==> config.mk <==
export PLATFORM = sky130hd
export DESIGN_NAME = seg_scan_ctrl
export DESIGN_NICKNAME = d
export VERILOG_FILES = /design/src/rtl/seg_pkg.sv /design/src/rtl/seg_hex_decode.sv /design/src/rtl/seg_scan_ctrl.sv
export SDC_FILE = /design/constraint.sdc
export NUM_CORES = 1
export LEC_CHECK = 0
export CAP_MARGIN = 10
export CORE_AREA = 2 2 158 83
export DETAILED_ROUTE_END_ITERATION = 10
export DIE_AREA = 0 0 160 85
export PLACE_DENSITY = 0.72
export SETUP_SLACK_MARGIN = 0.5
export SLEW_MARGIN = 20
export SYNTH_ARGS = -nofsm -noshare
export SYNTH_HDL_FRONTEND = slang
export SYNTH_SLANG_ARGS = --single-unit
==> constraint.sdc <==
create_clock -name Clk -period 3.2 [get_ports Clk]
set_input_delay 0.64 -clock Clk [delete_from_list [all_inputs] [get_ports Clk]]
set_output_delay 0.64 -clock Clk [all_outputs]
set_load 0.02 [all_outputs]
==> src/rtl/seg_pkg.sv <==
// Shared types and constants for the multiplexed 7-segment scan controller.
package seg_pkg;

    typedef enum logic [0:0] {
        BLANK = 1'b0,
        SHOW  = 1'b1
    } slot_state_t;

    // All segments dark in the internal active-low representation.
    localparam logic [7:0] SEG_OFF = 8'hFF;

    // Active-low g..a patterns; element i is the glyph for hex digit i.
    localparam logic [15:0][7:0] SEG_LUT = {
        8'h8E, 8'h86, 8'hA1, 8'hC6, 8'h83, 8'h88, 8'h90, 8'h80,
        8'hF8, 8'h82, 8'h92, 8'h99, 8'hB0, 8'hA4, 8'hF9, 8'hC0
    };

endpackage

==> src/rtl/seg_hex_decode.sv <==
// Combinational hex nibble + decimal point to active-low segment pattern.
module seg_hex_decode
    import seg_pkg::*;
(
    input  logic [3:0] nibble,
    input  logic       dp,
    output logic [7:0] seg_n
);

    assign seg_n = {~dp, SEG_LUT[nibble][6:0]};

endmodule

==> src/rtl/seg_scan_ctrl.sv <==
// Multiplexed 7-segment scanner: dead-time blanking, PWM brightness, double-buffered load.
// Optional leading-zero blanking when SEG_SCAN_LZB_EN is defined.
module seg_scan_ctrl
    import seg_pkg::*;
#(
    parameter int DIGITS         = 8,
    parameter int DWELL_CYC      = 50000,
    parameter int BLANK_CYC      = 50,
    parameter int SEL_ACTIVE_LOW = 0,
    parameter int SEG_ACTIVE_LOW = 1
) (
    input  logic                  Clk,
    input  logic                  Reset,
    input  logic [4*DIGITS-1:0]   Disp_Data,
    input  logic [DIGITS-1:0]     Dp_In,
    input  logic [DIGITS-1:0]     Blank_In,
    input  logic [3:0]            Brightness,
    input  logic                  Load,
    output logic                  Load_Ack,
    output logic                  Frame_Start,
    output logic [DIGITS-1:0]     SEL,
    output logic [7:0]            SEG
);

    localparam int IDX_W    = (DIGITS > 1) ? $clog2(DIGITS) : 1;
    localparam int CNT_W    = $clog2(DWELL_CYC + 1);
    localparam int SHOW_CYC = DWELL_CYC - BLANK_CYC;

    localparam logic [DIGITS-1:0] SEL_IDLE = (SEL_ACTIVE_LOW != 0) ? {DIGITS{1'b1}} : {DIGITS{1'b0}};
    localparam logic [7:0]        SEG_IDLE = (SEG_ACTIVE_LOW != 0) ? SEG_OFF : ~SEG_OFF;

    slot_state_t          state_reg, state_next;
    logic [CNT_W-1:0]     cnt_reg, cnt_next;
    logic [IDX_W-1:0]     digit_reg, digit_next;
    logic [3:0]           pwm_reg, pwm_next;

    logic [4*DIGITS-1:0]  pend_data_reg, act_data_reg;
    logic [DIGITS-1:0]    pend_dp_reg, act_dp_reg;
    logic [DIGITS-1:0]    pend_blank_reg, act_blank_reg;
    logic                 pend_valid_reg, pend_valid_next;

    logic [DIGITS-1:0]    sel_reg, sel_next;
    logic [7:0]           seg_reg, seg_next;
    logic                 frame_start_reg, load_ack_reg;

    logic                 blank_end, slot_end, frame_wrap;
    logic [DIGITS-1:0]    dark_vec;
    logic [DIGITS-1:0]    sel_on;
    logic [3:0]           cur_nibble;
    logic                 cur_dp, cur_dark, lit;
    logic [7:0]           glyph_n, seg_low;

    assign blank_end  = (state_reg == BLANK) && (cnt_reg == CNT_W'(BLANK_CYC - 1));
    assign slot_end   = (state_reg == SHOW)  && (cnt_reg == CNT_W'(SHOW_CYC - 1));
    assign frame_wrap = slot_end && (digit_reg == IDX_W'(DIGITS - 1));

    always_comb begin
        state_next = state_reg;
        cnt_next   = cnt_reg + 1'b1;
        digit_next = digit_reg;
        pwm_next   = 4'h0;
        if (state_reg == BLANK) begin
            if (blank_end) begin
                state_next = SHOW;
                cnt_next   = '0;
            end
        end else begin
            pwm_next = pwm_reg + 4'h1;
            if (slot_end) begin
                state_next = BLANK;
                cnt_next   = '0;
                digit_next = frame_wrap ? '0 : digit_reg + 1'b1;
            end
        end
    end

    // A Load coinciding with the frame wrap re-arms pending after the old contents move out.
    assign pend_valid_next = Load ? 1'b1 : (frame_wrap ? 1'b0 : pend_valid_reg);

`ifdef SEG_SCAN_LZB_EN
    logic [DIGITS-1:0] dig_zero;
    logic              lead_run;

    for (genvar gi = 0; gi < DIGITS; gi++) begin : g_zero
        assign dig_zero[gi] = (act_data_reg[4*gi +: 4] == 4'h0) && !act_dp_reg[gi];
    end

    // Walk from the most significant digit down; digit 0 always shows.
    always_comb begin
        lead_run = 1'b1;
        dark_vec = act_blank_reg;
        for (int k = DIGITS - 1; k > 0; k--) begin
            lead_run    = lead_run & dig_zero[k];
            dark_vec[k] = act_blank_reg[k] | lead_run;
        end
    end
`else
    assign dark_vec = act_blank_reg;
`endif

    always_comb begin
        cur_nibble = 4'h0;
        cur_dp     = 1'b0;
        cur_dark   = 1'b1;
        sel_on     = '0;
        for (int k = 0; k < DIGITS; k++) begin
            if (digit_reg == IDX_W'(k)) begin
                cur_nibble = act_data_reg[4*k +: 4];
                cur_dp     = act_dp_reg[k];
                cur_dark   = dark_vec[k];
                sel_on[k]  = (state_reg == SHOW);
            end
        end
    end

    seg_hex_decode u_decode (
        .nibble (cur_nibble),
        .dp     (cur_dp),
        .seg_n  (glyph_n)
    );

    assign lit      = (state_reg == SHOW) && !cur_dark && (pwm_reg <= Brightness);
    assign seg_low  = lit ? glyph_n : SEG_OFF;
    assign seg_next = (SEG_ACTIVE_LOW != 0) ? seg_low : ~seg_low;
    assign sel_next = (SEL_ACTIVE_LOW != 0) ? ~sel_on : sel_on;

    always_ff @(posedge Clk) begin
        if (Reset) begin
            state_reg       <= BLANK;
            cnt_reg         <= '0;
            digit_reg       <= '0;
            pwm_reg         <= 4'h0;
            pend_data_reg   <= '0;
            pend_dp_reg     <= '0;
            pend_blank_reg  <= '1;
            pend_valid_reg  <= 1'b0;
            act_data_reg    <= '0;
            act_dp_reg      <= '0;
            act_blank_reg   <= '1;
            sel_reg         <= SEL_IDLE;
            seg_reg         <= SEG_IDLE;
            frame_start_reg <= 1'b0;
            load_ack_reg    <= 1'b0;
        end else begin
            state_reg       <= state_next;
            cnt_reg         <= cnt_next;
            digit_reg       <= digit_next;
            pwm_reg         <= pwm_next;
            pend_valid_reg  <= pend_valid_next;
            if (Load) begin
                pend_data_reg  <= Disp_Data;
                pend_dp_reg    <= Dp_In;
                pend_blank_reg <= Blank_In;
            end
            if (frame_wrap && pend_valid_reg) begin
                act_data_reg  <= pend_data_reg;
                act_dp_reg    <= pend_dp_reg;
                act_blank_reg <= pend_blank_reg;
            end
            sel_reg         <= sel_next;
            seg_reg         <= seg_next;
            frame_start_reg <= (state_reg == BLANK) && (cnt_reg == '0) && (digit_reg == '0);
            load_ack_reg    <= Load;
        end
    end

    assign SEL         = sel_reg;
    assign SEG         = seg_reg;
    assign Frame_Start = frame_start_reg;
    assign Load_Ack    = load_ack_reg;

endmodule
# Word-level counts from Yosys, hierarchy flattened
# Memory sizes are Yosys's and may differ from the RTL's. A register that Yosys moved wholly into a read port is not among the register bits.
# Cells that the tools add are included.
# word_totals
register_bits,139
latch_bits,0
ram_bits,0
rom_bits,128
inputBits,55
output_inout_bits,18
wordCells,105
n_memories,1
# memory_table
memory,depth,width,read_ports,rd_clocked_by_memory_dff,write_ports,line,text
(name not given),16,8,1,1,0,seg_hex_decode.sv:10,"assign seg_n = {~dp, SEG_LUT[nibble][6:0]};"
# classes
add_sub_neg,3
mul,0
div,0
order_cmp,2
n_eq_ne,9
shift,0
n_mux,34
n_bitwise,11
reduce_logical,23
# ops
cell,count
2-to-1 mux 16 bit,3
2-to-1 mux 4 bit,8
2-to-1 mux 1 bit,21
OR reduction 2 bit,10
adder 16 x 1 -> 16 bit (second input constant),1
equality test 16 bit (second input constant),1
equality test 16 x 6 -> 1 bit (second input constant),1
zero test 16 bit,1
equality test 3 bit (second input constant),4
inverter 1 bit,11
logical AND 1 bit,8
2-to-1 mux 7 bit,1
equality test 3 x 2 -> 1 bit (second input constant),2
less-than comparator 4 x 5 -> 1 bit (second input constant),1
adder 4 x 1 -> 4 bit (second input constant),1
less-or-equal comparator 4 bit,1
adder 3 x 1 -> 3 bit (second input constant),1
equality test 3 x 1 -> 1 bit (second input constant),1
zero test 3 bit,1
2-to-1 mux 3 bit,1
AND reduction 2 bit,1
nonzero test 2 bit,1
zero test 1 bit,1

# Logic depth before layout (Yosys ltp)
# Gate-level depths: netlist of the first run.
# logic_depth
word_depth,14
depth_mapped,15
mapped_depth_nobuf,13

# By module
# A second synthesis of the first run with hierarchy kept.
# hier_totals
hier_cells,694
hier_area_um2,6140.9
# modules_own_cells
module,n_inst,cells_per_inst,area_per_inst_um2,seq_area_each_um2
seg_scan_ctrl,1,658,5865.6,2782.7
seg_hex_decode,1,36,275.3,0.0

# Least setup slack after synthesis of the first run
# OpenSTA, ideal clock, no wires.
# synth_timing
path_kind,register -> register
startpoint,register digit_reg[2]
endpoint,"register seg_reg[6], in the netlist SEG[6]"
setup_time_ns,0.122
arrival_ns,2.628
required_ns,3.078
path_slack_ns,0.451
path_stages_with_launch,14
path_buffers,2
synth_period_minus_slack_ns,2.749
path_cell_list,dfxtp_1 clkbuf_1 clkinv_1 ha_1 clkbuf_1 and3_1 o32ai_1 nand2_1 o21ai_0 inv_1 ha_1 inv_1 mux2i_1 a221o_1
# synth_between
elab_chain_len,14
word_cells_on_any_way,29
classes_between,7 x eq/ne; 16 x mux; 1 x bitwise; 5 x reduce/logical
# synth_rtl
item,line,text
from (decl),seg_scan_ctrl.sv:34,"logic [IDX_W-1:0] digit_reg, digit_next;"
from (signal assigned),seg_scan_ctrl.sv:147,digit_reg <= digit_next;
zero test 3 bit,seg_scan_ctrl.sv:107,if (digit_reg == IDX_W'(k)) begin
2-to-1 mux 1 bit (8 in a row),seg_scan_ctrl.sv:107,
zero test 1 bit,seg_scan_ctrl.sv:122,assign lit = (state_reg == SHOW) && !cur_dark && (pwm_reg <= Brightness);
logical AND 1 bit (2 in a row),seg_scan_ctrl.sv:122,
inverter 1 bit (no line),-,
OR reduction 2 bit (no line),-,
to (decl),seg_scan_ctrl.sv:43,"logic [7:0] seg_reg, seg_next;"
# Several ways; a longest one is shown, not always the timed one.
# A chain may end at the register's enable or synchronous reset.

# Final worst setup path of the first run
# layout_timing
startpoint,register digit_reg[0]
endpoint,"register seg_reg[5], in the netlist SEG[5]"
# Same word-level chain as after synthesis.

==> reports/results.ini, run 1 <==
[timing]
worst_pin_slew_ps=1010
finalCritPeriodShare=0.813
final.setup.tns_ps=0
setup_violations=0
finClkSkew_ps=10.9
clock.fmax_mhz=385
hold_viol=0
drv_slew=0
slew_headroom=0.328
fin_hold_ws_ps=449
fin_crit_ps=2600
rsz0062_at_grt=false

[pwr]
pwr-share-seq=0.445
p_leak_nw=2.97
power.net_switching_uw=897
p_total_mw=4.05
p_int_mw=3.15
swShare=0.222
clkPwrFrac=0.507
pwr-share-comb=0.048
powerDensity_nw_per_um2=539
ir_drop_mv=0.388

[yosys]
synth_area_leaders=dfxtp_1, nand2_1, mux2i_1
synthMuxAreaShare=0.0759
postSynthAreaPerCell_um2=8.70
synth_compound_area_frac=0.122
synthAdderAreaFrac=0.0421
ys_async_sr_fraction=0
syn-cell-area_um2=5950
ys_ff_latch=139
synthDistinctLibCells=56
ys_seq_area_frac=0.468
synth-edff-count=0
synth_top_family_by_area=simple AND/OR/NAND/NOR gates
yosysWarnings=0
synth_most_common_cell=dfxtp_1
synth_xor_xnor_area_share=0.0191
netlist_top_cells_count=dfxtp_1, nand2_1, nor2_1
postSynthCellCount=684
synth.top_cell.area_share=0.468
synth_nets=759
synth_simple_gate_area_share=0.221
synth_top_flop_cell=dfxtp_1
synth_top_area_cell=dfxtp_1

[die]
design.portCount=73
die_w_um=160
start_util=0.485
die_height_um=85
dieArea_um2=13600
core_area_um2=12300
rows=29

[run]
cap_viol_max_count=0

[global_routing]
track_usage=0.223
grt_start_max_net_pins=103
grt_pass1_vias=4662
grt_pass1_wl_um=24000
grt-ovfl-total=0
antenna_found_initial=0

[setup_path]
end_kind=flip-flop
arrival_ps=2890
path_class=reg2reg
crit_start=digit_reg[0]
r2r_slack_ps=600
cp_max_fo=11
ff2ff_path_depth=13
r2r_end=SEG[5]
r2r_start=digit_reg[0]
crit_required_ps=3490
crit_path_start_kind=flip-flop

[clock_network]
cts_tree=yes
clk_pin_slew_ps=60
cts_made_buffers=17
clock_path_buffers=2
clock_sinks=139
clock_latency_ps=410
cts-root-buf=clkbuf_16
htreeDepth=4
hold_buffers=0

[hold_path]
hold_path.class=reg2reg
hold_path_end=act_data_reg[8]
hp-start=act_data_reg[8]
min_path_cells=2

[cells_and_area]
final_area_um2=7510
nFillCells=1085
nets=827
area_growth_pct=26.2
diodes=0
final_cells=935
drive_above_1_share=0.105

[placement]
placed_area_um2=6780
hpwl_um=10400
placed_cells=897
gp_congestion=0.927
io_buffers=72

[detailed_routing]
dr_wl_met3_um=909
wire_per_inst_um=15.8
drcViolationCount=0
vias=4967
antenna_left=0
drt_iter0_drc=350
drt-total-wl_um=14800
routed_via_density=5.31
top_layer_used=met4
wl_met2_um=6040
wl_met1_um=7720
drt_first_pass_iters=5

[run_status]
status=finished, final reports clean

worst max-delay path: stages (launching register included):
cell and delay (ps):
dfxtp_2 340, inv_1 110, ha_1 190, buf_6 160
nand2_2 110, and3_1 210, o32ai_1 300, nand2_1 110
o21ai_2 140, inv_2 100, ha_1 230, inv_1 110
mux2i_1 90, a221o_1 310
area by class of cell:
class / count / area [um2] / area share
inverters: 24 / 91.3 / 0.0122
clock inverters: 14 / 183 / 0.0243
flip-flops and latches: 139 / 2780 / 0.371
multi-input cells: 477 / 2910 / 0.388
well taps: 170 / 213 / 0.0283
repair buffers: 93 / 885 / 0.118
clock buffers: 18 / 439 / 0.0585
per-stage QoR:
step	utilization	worst slack [ps]
final	0.612	600
after global routing	0.612	468
after CTS	0.608	501
after detailed placement	0.553	163
after global placement	0.553	336
after floorplan	-	516
cells in the final DEF, fill, tap and decap left out, types with 3 or more instances in the layout:
| master | netlist | final |
|---|---|---|
| a211o_1 | 10 | 10 |
| and3_1 | 9 | 9 |
| nor3_1 | 6 | 6 |
| a221o_1 | 3 | 3 |
| buf_4 | 4 | 19 |
| nand3_1 | 12 | 12 |
| clkbuf_16 | 0 | 17 |
| a21oi_2 | 3 | 3 |
| nand3b_1 | 12 | 12 |
| a221oi_1 | 4 | 3 |
| nand2b_1 | 4 | 4 |
| xnor2_1 | 5 | 5 |
| nor4_1 | 4 | 4 |
| xor2_1 | 8 | 8 |
| clkinv_4 | 0 | 5 |
| nor2b_1 | 16 | 16 |
| dfxtp_1 | 139 | 138 |
| a21oi_1 | 61 | 61 |
| inv_1 | 22 | 21 |
| inv_6 | 0 | 5 |
| ha_1 | 20 | 16 |
| clkdlybuf4s50_1 | 0 | 70 |
| or3_1 | 5 | 5 |
| o21ai_0 | 9 | 8 |
| ha_2 | 0 | 3 |
| nand2_1 | 123 | 122 |
| bufinv_16 | 0 | 3 |
| nand2_2 | 3 | 4 |
| nor2_1 | 76 | 75 |
| mux2i_1 | 44 | 44 |
logic make-up (layout without fill, tap and decap cells):
group,after synthesis,after routing
and+or+nand+nor,284,284
DFF,139,139
AOI/OAI and AO/OA,115,115
buffers and inverters,68,149
muxes,45,45
adders and majority gates,20,20
xor gates and xnor gates,13,13
power groups by stage:
stage	clock, mW	combinational [mW]	sequential [mW]
after floorplan	0	0.105	1.83
after global placement	0	0.189	1.84
after detailed placement	0	0.195	1.84
after CTS	2.08	0.196	1.80
after global routing	2.17	0.213	1.80
final	2.05	0.195	1.80
worst max path at each step:
stage	endpoint	slack (ps)	cells past startpoint
final	SEG[5]	600	13
after floorplan	SEG[6]	520	13
after detailed placement	SEG[5]	160	12
after CTS	SEG[3]	500	10
after global routing	SEG[3]	470	13
after global placement	SEG[3]	340	12
repair_timing:
item / in CTS / in global routing
endpoints found under the hold margin: 0 / 0
pin swaps: 1 / 1
gates cloned: 0 / 0
gates resized for setup: 9 / 9
setup endpoints to repair: 7 / 8
setup buffers: 3 / 3
per-layer routing:
metal,track usage,vias to the layer above
met2,0.322,153
met3,0.0533,12
met1,0.335,2338
met5,0,-
li1,-,2464
met4,0.0573,0
(Power assumes the default switching activity.)
==> inputs of run 2 (changes only) <==
==> constraint.sdc (replaced) <==
create_clock -name Clk -period 2.4 [get_ports Clk]
set_input_delay 0.48 -clock Clk [delete_from_list [all_inputs] [get_ports Clk]]
set_output_delay 0.48 -clock Clk [all_outputs]
set_load 0.02 [all_outputs]
==> reports/results.ini, run 2 (synthesis gave the netlist of run 1 again) <==
[clock_network]
cts_made_buffers=17  ; unchanged
htreeDepth=4  ; unchanged
clock_path_buffers=2  ; unchanged
clock_latency_ps=430  ; +20 ps
clk_pin_slew_ps=70  ; about the same
clock_sinks=139  ; unchanged
cts_tree=yes
cts-root-buf=clkbuf_16

[setup_path]
crit_start=digit_reg[0]
slowest_delay_ps=420  ; +80 ps
crit_path_start_kind=flip-flop
r2r_start=digit_reg[0]
crit_chain=ha_4 > ha_4 > nor2b_4 > a2111oi_4 > o32ai_2 > nand2_1 > o21ai_4 > inv_2 > ha_2 > inv_2 > mux2i_1 > a221o_1
end_kind=flip-flop
cp_max_fo=7  ; -4
arrival_ps=2740  ; -150 ps
crit_family=compound AO/OA/AOI/OAI gates
path_buf_inv=2  ; -2
crit_required_ps=2710  ; -780 ps
path_class=reg2reg
cp_slowest_cell=dfxtp_4

[cells_and_area]
drive_above_1_share=0.345  ; +0.240
final_cell_mix=dfxtp_1, nor2_1, clkdlybuf4s50_1
final_cells=988  ; +5.7%
area_growth_pct=55.4
nets=880  ; +6.4%
mostFrequentLayoutCell=dfxtp_1
nFillCells=794  ; -27%
diodes=0  ; unchanged
final_util=0.754  ; +0.142

[detailed_routing]
dr_wl_met3_um=1500  ; +65%
wl_met1_um=8540  ; +11%
wire_per_inst_um=20.1  ; +27%
wl_met2_um=9300  ; +54%
vias=5655  ; +14%
drt-total-wl_um=19900  ; +34%
drt_first_pass_iters=5  ; unchanged
drt_iter0_drc=413  ; +18%
routed_via_density=5.72  ; +7.7%
drcViolationCount=0  ; unchanged
top_layer_used=met4
antenna_left=0  ; unchanged

[die]
start_util=0.485  ; unchanged
die_height_um=85  ; unchanged
die_w_um=160  ; unchanged
core_area_um2=12300  ; unchanged
design.portCount=73  ; unchanged
dieArea_um2=13600  ; unchanged
rows=29  ; unchanged

[timing]
fin_hold_ws_ps=468  ; +19.0 ps
fin_crit_ps=2430  ; -171 ps
slew_headroom=0.424  ; +0.0964
worst_pin_slew_ps=863  ; -145 ps
finClkSkew_ps=8.92  ; -1.97 ps
rsz0062_at_grt=true
final.setup.tns_ps=-66.1  ; -66.1 ps
finalWorstSetupSlack_ps=-29.2  ; -629 ps
finalCritPeriodShare=1.01  ; +0.200
clock.fmax_mhz=412  ; +7.0%
setup_violations=3  ; +3
drv_slew=0  ; unchanged
hold_viol=0  ; unchanged

[pwr]
pwr-share-comb=0.053  ; +0.005
power.net_switching_mw=1.27  ; +41%
ir_drop_mv=0.403  ; +4.0%
p_leak_nw=3.80  ; +28%
pwr-share-seq=0.451  ; +0.006
swShare=0.237  ; +0.0154
powerDensity_nw_per_um2=578  ; +7.1%
clkPwrFrac=0.495  ; -0.012
p_int_mw=4.08  ; +29%

[global_routing]
antenna_found_initial=0  ; unchanged
track_usage=0.276  ; +0.0524
grt_pass1_vias=5526  ; +19%
grt-ovfl-total=0  ; unchanged
grt_start_max_net_pins=67  ; -35%
grt_pass1_wl_um=29100  ; +21%

[placement]
hpwl_um=10200  ; -1.9%
io_buffers=72  ; unchanged
gp_congestion=0.879  ; -5.2%
placed_cells=909  ; +1.3%

[hold_path]
hold_path.class=reg2reg
hp-start=pend_blank_reg[6]

[run]
cap_viol_max_count=0  ; unchanged

[run_status]
status=complete, but fails checks
violations=setup timing

## run 2: final timing paths
| kind | end | slack (ps) | depth (start not counted) |
|---|---|---|---|
| setup reg to reg | SEG[5] | -30 | 12 |
| setup / recovery | SEG[5] | -30 | 12 |
| hold reg to reg | act_blank_reg[6] | 470 | 2 |
| hold / removal | act_blank_reg[6] | 470 | 2 |
## run 2: timing repair
item | 4_1_cts | 5_1_grt
buffers inserted | 27 | 8
setup endpoints to repair | 73 | 79
hold endpoints to repair | 0 | 0
pin swaps | 67 | 54
hold buffers | 0 | 0
resized for setup | 155 | 121
gates cloned | 10 | 2
## run 2: layer usage
metal / GRT usage / vias up
li1: - / 2581
met1: 0.363 / 2756
met2: 0.443 / 259
met3: 0.0670 / 59
met4: 0.108 / 0
met5: 0 / -
## run 2: power groups by stage
stage          Clock [mW]  Combinational (mW)  Sequential (mW)
6_report             2.64               0.285             2.41
5_1_grt              2.75               0.308             2.42
4_1_cts              2.63               0.275             2.40
3_5_place_dp            0               0.269             2.45
3_3_place_gp            0               0.260             2.45
2_1_floorplan           0               0.141             2.44
## run 2: stage by stage
step / power (mW) / worst slack (ps) / instance area (um2)
floorplan: 2.58 / 119 / 6060
global placement: 2.71 / 5.31 / 6960
detailed placement: 2.72 / -125 / 6960
CTS: 5.31 / 85.8 / 8630
global route: 5.47 / -100 / 9250
finish: 5.34 / -29.2 / 9250
## run 2: final cells by class
cell class                      count  area, um2  share of cell area
Timing Repair Buffer              145       1710               0.185
Tap cell                          170        213              0.0230
Sequential cell                   139       2800               0.303
Clock buffer                       18        439              0.0475
Inverter                           24        108              0.0116
Multi-Input combinational cell    478       3840               0.415
Clock inverter                     14        145              0.0157
## run 2: worst register-to-register path, cell delays in order (launching register included)
cell	delay [ps]
dfxtp_4	420
ha_4	180
ha_4	180
nor2b_4	200
a2111oi_4	50
o32ai_2	280
nand2_1	150
o21ai_4	110
inv_2	80
ha_2	200
inv_2	80
mux2i_1	90
a221o_1	300
==> inputs of run 3 (changes only) <==
--- a/config.mk
+++ b/config.mk
@@ -5,10 +5,11 @@
 export SDC_FILE = /design/constraint.sdc
 export NUM_CORES = 1
 export LEC_CHECK = 0
+export ABC_AREA = 1
 export CAP_MARGIN = 10
-export CORE_AREA = 2 2 158 83
+export CORE_AREA = 2 2 161 84
 export DETAILED_ROUTE_END_ITERATION = 10
-export DIE_AREA = 0 0 160 85
+export DIE_AREA = 0 0 163 86
 export PLACE_DENSITY = 0.72
 export SETUP_SLACK_MARGIN = 0.5
 export SLEW_MARGIN = 20
==> reports/results.ini, run 3 <==
[pwr]
powerDensity_nw_per_um2=640  ; +11%
p_leak_nw=3.37  ; -11%
p_int_mw=3.99  ; -2.0%
p_total_mw=5.21  ; -2.4%
pwr-share-comb=0.057  ; +0.004
pwr-share-seq=0.458  ; +0.007
clkPwrFrac=0.485  ; -0.010
ir_drop_mv=0.378  ; -6.3%
swShare=0.234  ; -0.00272
power.net_switching_mw=1.22  ; -3.5%

[cells_and_area]
final_util=0.650  ; -0.104
final_cell_mix=dfxtp_1, nand2_1, nor2_1
area_growth_pct=32.0
final_area_um2=8140  ; -12%
diodes=0  ; unchanged
drive_above_1_share=0.200  ; -0.145
mostFrequentLayoutCell=dfxtp_1
nets=944  ; +7.3%

[timing]
drv_slew=0  ; unchanged
worst_pin_slew_ps=725  ; -138 ps
final.setup.tns_ps=0  ; +66.1 ps
clock.fmax_mhz=472  ; +15%
setup_violations=0  ; -3
slew_headroom=0.516  ; +0.0921
finalCritPeriodShare=0.883  ; -0.129
rsz0062_at_grt=true
hold_viol=0  ; unchanged
finClkSkew_ps=13.6  ; +4.68 ps
fin_crit_ps=2120  ; -311 ps

[global_routing]
grt-ovfl-total=0  ; unchanged
grt_pass1_wl_um=22800  ; -22%
grt_pass1_vias=4842  ; -12%
track_usage=0.206  ; -0.0697
antenna_found_initial=0  ; unchanged
grtUsageMet2=0.322  ; -0.121
grt_start_max_net_pins=55  ; -18%
busiest_layer=met2
use_met1=0.284  ; -0.0785
met3_usage=0.0537  ; -0.0133

[yosys]
synth_nets=860  ; +13%
ys_ff_latch=139  ; unchanged
synth_compound_area_frac=0.189  ; +0.0668
synthAdderAreaFrac=0.0406  ; -0.00149
postSynthAreaPerCell_um2=7.86  ; -9.7%
synthMuxAreaShare=0  ; -0.0759
synth_area_leaders=dfxtp_1, a211oi_2, nand2_1
synth_top_family_by_area=simple AND/OR/NAND/NOR gates
synth_most_common_cell=dfxtp_1
netlist_top_cells_count=dfxtp_1, nand2_1, inv_1
synth.top_cell.area_share=0.451  ; -0.0166
synth-edff-count=0  ; unchanged
postSynthCellCount=785  ; +15%
synth_top_area_cell=dfxtp_1
synth_xor_xnor_area_share=0.0170  ; -0.00210
synth_simple_gate_area_share=0.202  ; -0.0198
synth_top_flop_cell=dfxtp_1
ys_async_sr_fraction=0  ; unchanged
synthDistinctLibCells=32  ; -43%
yosysWarnings=0  ; unchanged
syn-cell-area_um2=6170  ; +3.7%
ys_seq_area_frac=0.451  ; -0.0166

[clock_network]
htreeDepth=4  ; unchanged
clock_latency_ps=430  ; about the same
cts-root-buf=clkbuf_16
clock_sinks=139  ; unchanged
hold_buffers=0  ; unchanged
clock_path_buffers=2  ; unchanged
cts_made_buffers=17  ; unchanged
clk_pin_slew_ps=70  ; about the same
cts_tree=yes

[detailed_routing]
drt_first_pass_iters=4  ; -1
antenna_left=0  ; unchanged
wire_per_inst_um=14.0  ; -30%
vias=5361  ; -5.2%
drcViolationCount=0  ; unchanged
routed_via_density=5.10  ; -11%
drt_iter0_drc=336  ; -19%
drt-total-wl_um=14700  ; -26%

[setup_path]
cp_max_fo=6  ; -1
path_common_cell=nand2_1
crit_required_ps=2760  ; +50 ps
crit_chain=inv_4 > ha_4 > inv_4 > nor2_4 > nand2_1 > nand2_1 > nand2_1 > nand2_1 > nand2_1 > nand2_1 > nand2_1 > nand2_1 > nand2_2 > nand2_4 > inv_6 > ha_4 > nand3_2 > nor2_1 > nor2_1 > nand2_1
arrival_ps=2480  ; -260 ps
crit_path_start_kind=flip-flop
slowest_delay_ps=380  ; -40 ps
cp_slowest_cell=dfxtp_4
path_class=reg2reg
end_kind=flip-flop

[die]
die_height_um=86  ; +1.2%
rows=29  ; unchanged
start_util=0.493  ; +0.00765
design.portCount=73  ; unchanged
core_area_um2=12500  ; +2.1%
die_w_um=163  ; +1.9%
dieArea_um2=14000  ; +3.1%

[run_status]
status=finished, final reports clean

[placement]
placed_area_um2=7130  ; +2.4%
gp_congestion=0.868  ; -1.2%
hpwl_um=9330  ; -8.5%
io_buffers=72  ; unchanged

[run]
cap_viol_max_count=0  ; unchanged

[hold_path]
hold_path.class=in2reg

[run 3: changes by cell type in the layout (fill, tap and decap cells not counted), moves of 30 or more]
cell	change
a211oi_2	+39
mux2i_1	-43
nor2_1	+30
nand2_1	+52
inv_1	+79
a21oi_2	-44
nand2_4	-50
o21ai_0	+52
a21oi_1	+38
[run 3: logic make-up (layout without fill, tap and decap cells)]
family                   after synthesis  after routing
buffers and inverters                151            248
XOR/XNOR                              12             12
adder cells (fa/ha/maj)               20             20
flip-flops                           139            139
AO/OA/AOI/OAI                        167            167
AND/OR/NAND/NOR                      296            296
[run 3: layout make-up]
cell class                      count  area (um2)
Fill cell                         988        4380
Multi-Input combinational cell    495        3050
Sequential cell                   139        2800
Timing Repair Buffer              104        1070
Clock buffer                       19         453
Inverter                          112         443
Tap cell                          170         213
Clock inverter                     13         118
[run 3: power groups by stage]
stage / Sequential, mW / Clock (mW) / Combinational (mW)
floorplan: 2.44 / 0 / 0.152
global placement: 2.44 / 0 / 0.287
detailed placement: 2.44 / 0 / 0.291
CTS: 2.39 / 2.54 / 0.294
global route: 2.40 / 2.66 / 0.329
finish: 2.39 / 2.53 / 0.295
[run 3: final timing paths]
check / cells after the start / slack [ps] / endpoint / from
worst max register to register: 20 / 280 / SEG[1] / digit_reg[1]
worst max-delay path: 20 / 280 / SEG[1] / digit_reg[1]
worst min register to register: 1 / 470 / pwm_reg[0] / pwm_reg[0]
worst min-delay path: 2 / 410 / cnt_reg[6] / Reset
[run 3: timing repair]
item,CTS,global route
setup buffers,6,9
resized for setup,21,45
pin swaps,5,21
setup endpoints to repair,19,68
cloned,0,4
[run 3: layer usage]
layer  share of wire  wire length (um)
met3           0.054               792
met5               0                 0
met2            0.46              6760
met4           0.011               164
met1            0.48              7020
[run 3: worst max-delay path: cells and delay by family, from the launching register on]
kind,cells,cell delay (ps)
DFF,1,380
adders and majority gates,2,450
buffers and inverters,3,190
and+or+nand+nor,15,1050
[run 3: through the flow]
stage	worst slack, ps	std cells	hold WS (ps)
after floorplan	439	785	427
after global placement	297	1001	448
after detailed placement	274	1001	451
after CTS	353	1039	413
after global routing	129	1052	442
final	281	1052	415
==> RTL edit 1: new RTL, settings of run 1 <==
Build with the macro `SEG_SCAN_LZB_EN` defined.
--- a/src/rtl/seg_scan_ctrl.sv
+++ b/src/rtl/seg_scan_ctrl.sv
@@ -1,5 +1,7 @@
 // Multiplexed 7-segment scanner: dead-time blanking, PWM brightness, double-buffered load.
 // Optional leading-zero blanking when SEG_SCAN_LZB_EN is defined.
+`define SEG_SCAN_LZB_EN
+
 module seg_scan_ctrl
     import seg_pkg::*;
 #(
Check against the original RTL: same outputs for any inputs over 10 cycles, from zero or initial values and one cycle with Reset high; that may be too few to reach the edited logic, so the function may still have changed.
==> RTL edit 1 against run 1 <==
Total power decreased by 0.28%; cell area up 0.57%; sequential power about the same; worst setup slack gained 0.057 ns; area after synthesis down 0.11%; core utilization rose by 0.35 points; clock skew down 0.0035 ns; sequential cell count is the same; wire length grew 3.5%; largest cell class unchanged.
==> RTL edit 1: results (changes against run 1) <==
The kind of cell with the highest combined delay on the critical path is simple AND/OR/NAND/NOR gates (was compound AO/OA/AOI/OAI gates). The clock buffer and inverter area fraction after layout came out at 8.14% (was 8.28%). The sequential cell area came out at 2790 sq um (was 2780 sq um). The count of multi-input gates is 495 (was 477). The number of filler cells placed in the layout came out at 1,056 (was 1,085).

The inverter count came out at 28 (was 24). The capturing element of the worst setup path was SEG[6]$_SDFF_PP1_ (was SEG[5]$_SDFF_PP1_). The via count of the first global-routing pass came out at 4,868 (was 4,662). The wire length reported by the detailed router came out at 15,300 microns (was 14,800 microns). The number of unique standard cell types used by synthesis is 48 (was 56). The routability congestion estimate was 0.899 (was 0.927). The leakage power came out at 0.00296 uW (was 0.00297 uW). The maximum VDD drop was 0.295 mV (was 0.388 mV). The growth of design area from synthesis to finish is 27.0% (was 26.2%). The HPWL after detailed placement was 11,200 microns (was 10,400 microns). The largest fanout of any net on the critical path came to 12 (was 11). The number of cells in the design after placement is 921 (was 897).

The synthesized netlist net count is 779 (was 759). The average instance area after synthesis is 8.44 sq um (was 8.70 sq um). The area share of fa/ha/maj cells after synthesis was 4.21% (about the same). The post-place setup slack came to 0.172 ns (was 0.163 ns). The hold path startpoint was pend_data_reg[27]$_SDFFE_PP0P_ (was act_data_reg[8]$_SDFFE_PP0P_). The average via count per standard cell is 5.34 (was 5.31). The standard cell area after detailed placement was 6850 sq um (was 6780 sq um). The multi-input gate area in the final layout came out at 2940 sq um (was 2910 sq um). The share of the synthesized area in compound gates (AO/OA/AOI/OAI) came out at 11.9% (was 12.2%).

The power dissipated by switching net loads came out at 857 uW (was 897 uW). Run status: finished, final reports clean (unchanged). Top cells by area in the synthesized netlist: sky130_fd_sc_hd__dfxtp_1, sky130_fd_sc_hd__nand2_1, sky130_fd_sc_hd__mux2i_1 (unchanged).

The clock tree skew after final layout came to 0.00739 ns (was 0.0109 ns). The global routing usage summed across all routing layers is 23.7% (was 22.3%). The post-route minimum period came out at 2.54 ns (was 2.60 ns). The XOR/XNOR share of the synthesized area came to 2.36% (was 1.91%). The internal reg-to-reg setup slack is 0.66 ns (was 0.60 ns).

The number of clock buffer instances in the layout came out at 23 (was 18). The number of DRC markers in iteration 0 came to 447 (was 350). The relative area of non-clock buffer cells in the final design was 11.9% (was 11.8%). The hold slack is 0.451 ns (was 0.449 ns).
-- RTL edit 1: changes by cell type in the layout (fill, tap and decap cells not counted), moves of 5 or more --
cell                      change
sky130_fd_sc_hd__o21ai_0      +5
sky130_fd_sc_hd__nor3_1       +6
sky130_fd_sc_hd__nand3_1      +9
sky130_fd_sc_hd__nor2_1       +9
sky130_fd_sc_hd__inv_1        +6
-- RTL edit 1: per-layer routing --
metal / global-route usage (%) / share of wire, %
met5: 0 / 0
met4: 6.72 / 1.0
met3: 7.87 / 8.9
met2: 34.2 / 40
met1: 34.0 / 50
-- RTL edit 1: power by group through the flow --
stage	Combinational, uW	Clock [uW]	Sequential (uW)
after global placement	189	0	1840
after detailed placement	196	0	1840
final	195	2040	1800
after CTS	197	2060	1800
after global routing	216	2140	1800
after floorplan	104	0	1830
==> RTL edit 2: new RTL, config.mk and constraints of run 1 <==
Without the edit above. Register the output `SEG` once more, with the module's reset; this adds one clock of latency there. The other outputs are not delayed to match.
--- a/src/rtl/seg_scan_ctrl.sv
+++ b/src/rtl/seg_scan_ctrl.sv
@@ -165,7 +165,13 @@
     end
 
     assign SEL         = sel_reg;
-    assign SEG         = seg_reg;
+    always_ff @(posedge Clk) begin
+        if (Reset) begin
+            SEG <= '0;
+        end else begin
+            SEG <= seg_reg;
+        end
+    end
     assign Frame_Start = frame_start_reg;
     assign Load_Ack    = load_ack_reg;
 
Check against the original RTL: not equivalent (a bounded check fails within 4 cycles, from zero or initial values and one cycle with Reset high).
==> RTL edit 2 against run 1 <==
Maximum frequency grew 0.24%; global-route usage shrank 0.28 points; sequential power grew 6%; wire length down 2.7%; area after synthesis grew 3.8%; sequential cell count is 8 higher; cell area rose by 2.5%; worst setup slack gained 0.0062 ns; synthesized cell count rose by 2.2%; total power grew 6.0%; largest cell class unchanged.
==> RTL edit 2: results (changes against run 1) <==
Run status: finished, final reports clean (unchanged). The standard cell area after detailed placement came out at 6960 sq um (was 6780 sq um). The portion of the post-synthesis area used by sequential elements is 47.7% (was 46.8%). The share of synthesized area spent on multiplexers came to 7.15% (was 7.59%). The fraction of final layout cells with drive strength greater than 1 came out at 9.83% (was 10.5%).

The clock tree skew after final layout came out at 0.00980 ns (was 0.0109 ns). The leakage power is 0.00301 uW (was 0.00297 uW). The wire length reported by the detailed router is 14,400 microns (was 14,800 microns).

The worst-case headroom to the max-slew limit is 52.2% (was 32.8%). The maximum VDD drop came out at 0.306 mV (was 0.388 mV). The power dissipated in sequential cells is 1910 uW (was 1800 uW). The number of standard cells after synthesis came to 699 (was 684). The global-route track usage on met2 was 33.3% (was 32.2%). The wire length on met2 is 6160 microns (was 6040 microns). The detailed-routing wirelength on met1 is 7180 microns (was 7720 microns). The power dissipated by switching net loads is 897 uW (about the same).

The synthesized netlist net count is 774 (was 759). The met3 wire length is 955 microns (was 909 microns). The number of unique standard cell types used by synthesis came out at 57 (was 56). The final standard cell count with taps included and fillers excluded is 943 (was 935). The number of filler cells placed in the layout came to 1,019 (was 1,085). Top cells by area in the synthesized netlist: sky130_fd_sc_hd__dfxtp_1, sky130_fd_sc_hd__nand2_1, sky130_fd_sc_hd__mux2i_1 (unchanged). The data arrival at the endpoint of the critical path is 2.88 ns (was 2.89 ns).

The largest net degree at the start of global routing is 64 (was 103). The reported combinational group power was 218 uW (was 195 uW). The multi-input gate area in the final layout came to 2960 sq um (was 2910 sq um).

The number of DRC markers in iteration 0 came out at 390 (was 350). The cell internal power dissipation is 3390 uW (was 3150 uW). The via count of the first global-routing pass is 4,829 (was 4,662). The cell count of the worst reg-to-reg path came out at 12 (was 13). The number of vias in the routed layout is 5,020 (was 4,967).

The routability congestion estimate came to 0.927 (about the same). The number of cells in the design after placement is 907 (was 897). The XOR/XNOR share of the synthesized area is 2.27% (was 1.91%).

The met3 routing resource usage after global routing came out at 5.03% (was 5.33%). The area share of fa/ha/maj cells after synthesis came out at 4.05% (was 4.21%). Commonest cells in the netlist: sky130_fd_sc_hd__dfxtp_1, sky130_fd_sc_hd__nand2_1, sky130_fd_sc_hd__nor2_1 (unchanged). The global-route wire length before repair came out at 24,000 microns (about the same).

The met1 demand-to-capacity share in global routing came out at 31.5% (was 33.5%).
## RTL edit 2: worst paths after layout
check                             from                    end  slack [ns]
min              seg_reg[5]$_SDFF_PP1_      SEG[5]$_SDFF_PP0_        0.44
max reg2reg  digit_reg[0]$_SDFFE_PP0P_  seg_reg[0]$_SDFF_PP1_        0.61
max          digit_reg[0]$_SDFFE_PP0P_  seg_reg[0]$_SDFF_PP1_        0.61
min reg2reg      seg_reg[5]$_SDFF_PP1_      SEG[5]$_SDFF_PP0_        0.44
## RTL edit 2: critical path, cell delays in order (launching register included)
cell,delay [ns]
sky130_fd_sc_hd__dfxtp_2,0.37
sky130_fd_sc_hd__inv_1,0.12
sky130_fd_sc_hd__ha_4,0.24
sky130_fd_sc_hd__buf_4,0.21
sky130_fd_sc_hd__a21oi_1,0.14
sky130_fd_sc_hd__o31ai_1,0.09
sky130_fd_sc_hd__a31oi_1,0.21
sky130_fd_sc_hd__o22ai_2,0.17
sky130_fd_sc_hd__buf_4,0.18
sky130_fd_sc_hd__ha_1,0.18
sky130_fd_sc_hd__or3_1,0.37
sky130_fd_sc_hd__o31ai_1,0.07
sky130_fd_sc_hd__o21ai_1,0.10
## RTL edit 2: metrics by stage
step	util, %	setup WS (ns)
finish	62.7	0.606
global route	62.7	0.496
CTS	62.3	0.519
detailed placement	56.7	0.293
floorplan	-	0.581
global placement	56.7	0.514
## RTL edit 2: cell type report
class,instances,area share [%]
Tap cell,170,2.76
Inverter,28,1.37
Clock inverter,11,2.62
Multi-Input combinational cell,481,38.4
Clock buffer,21,5.72
Sequential cell,147,38.3
Timing Repair Buffer,85,10.8
## RTL edit 2: timing repair
item,in CTS,in global routing
resized for setup,2,17
setup endpoints to repair,4,5
setup buffers,4,0
pin swaps,2,2
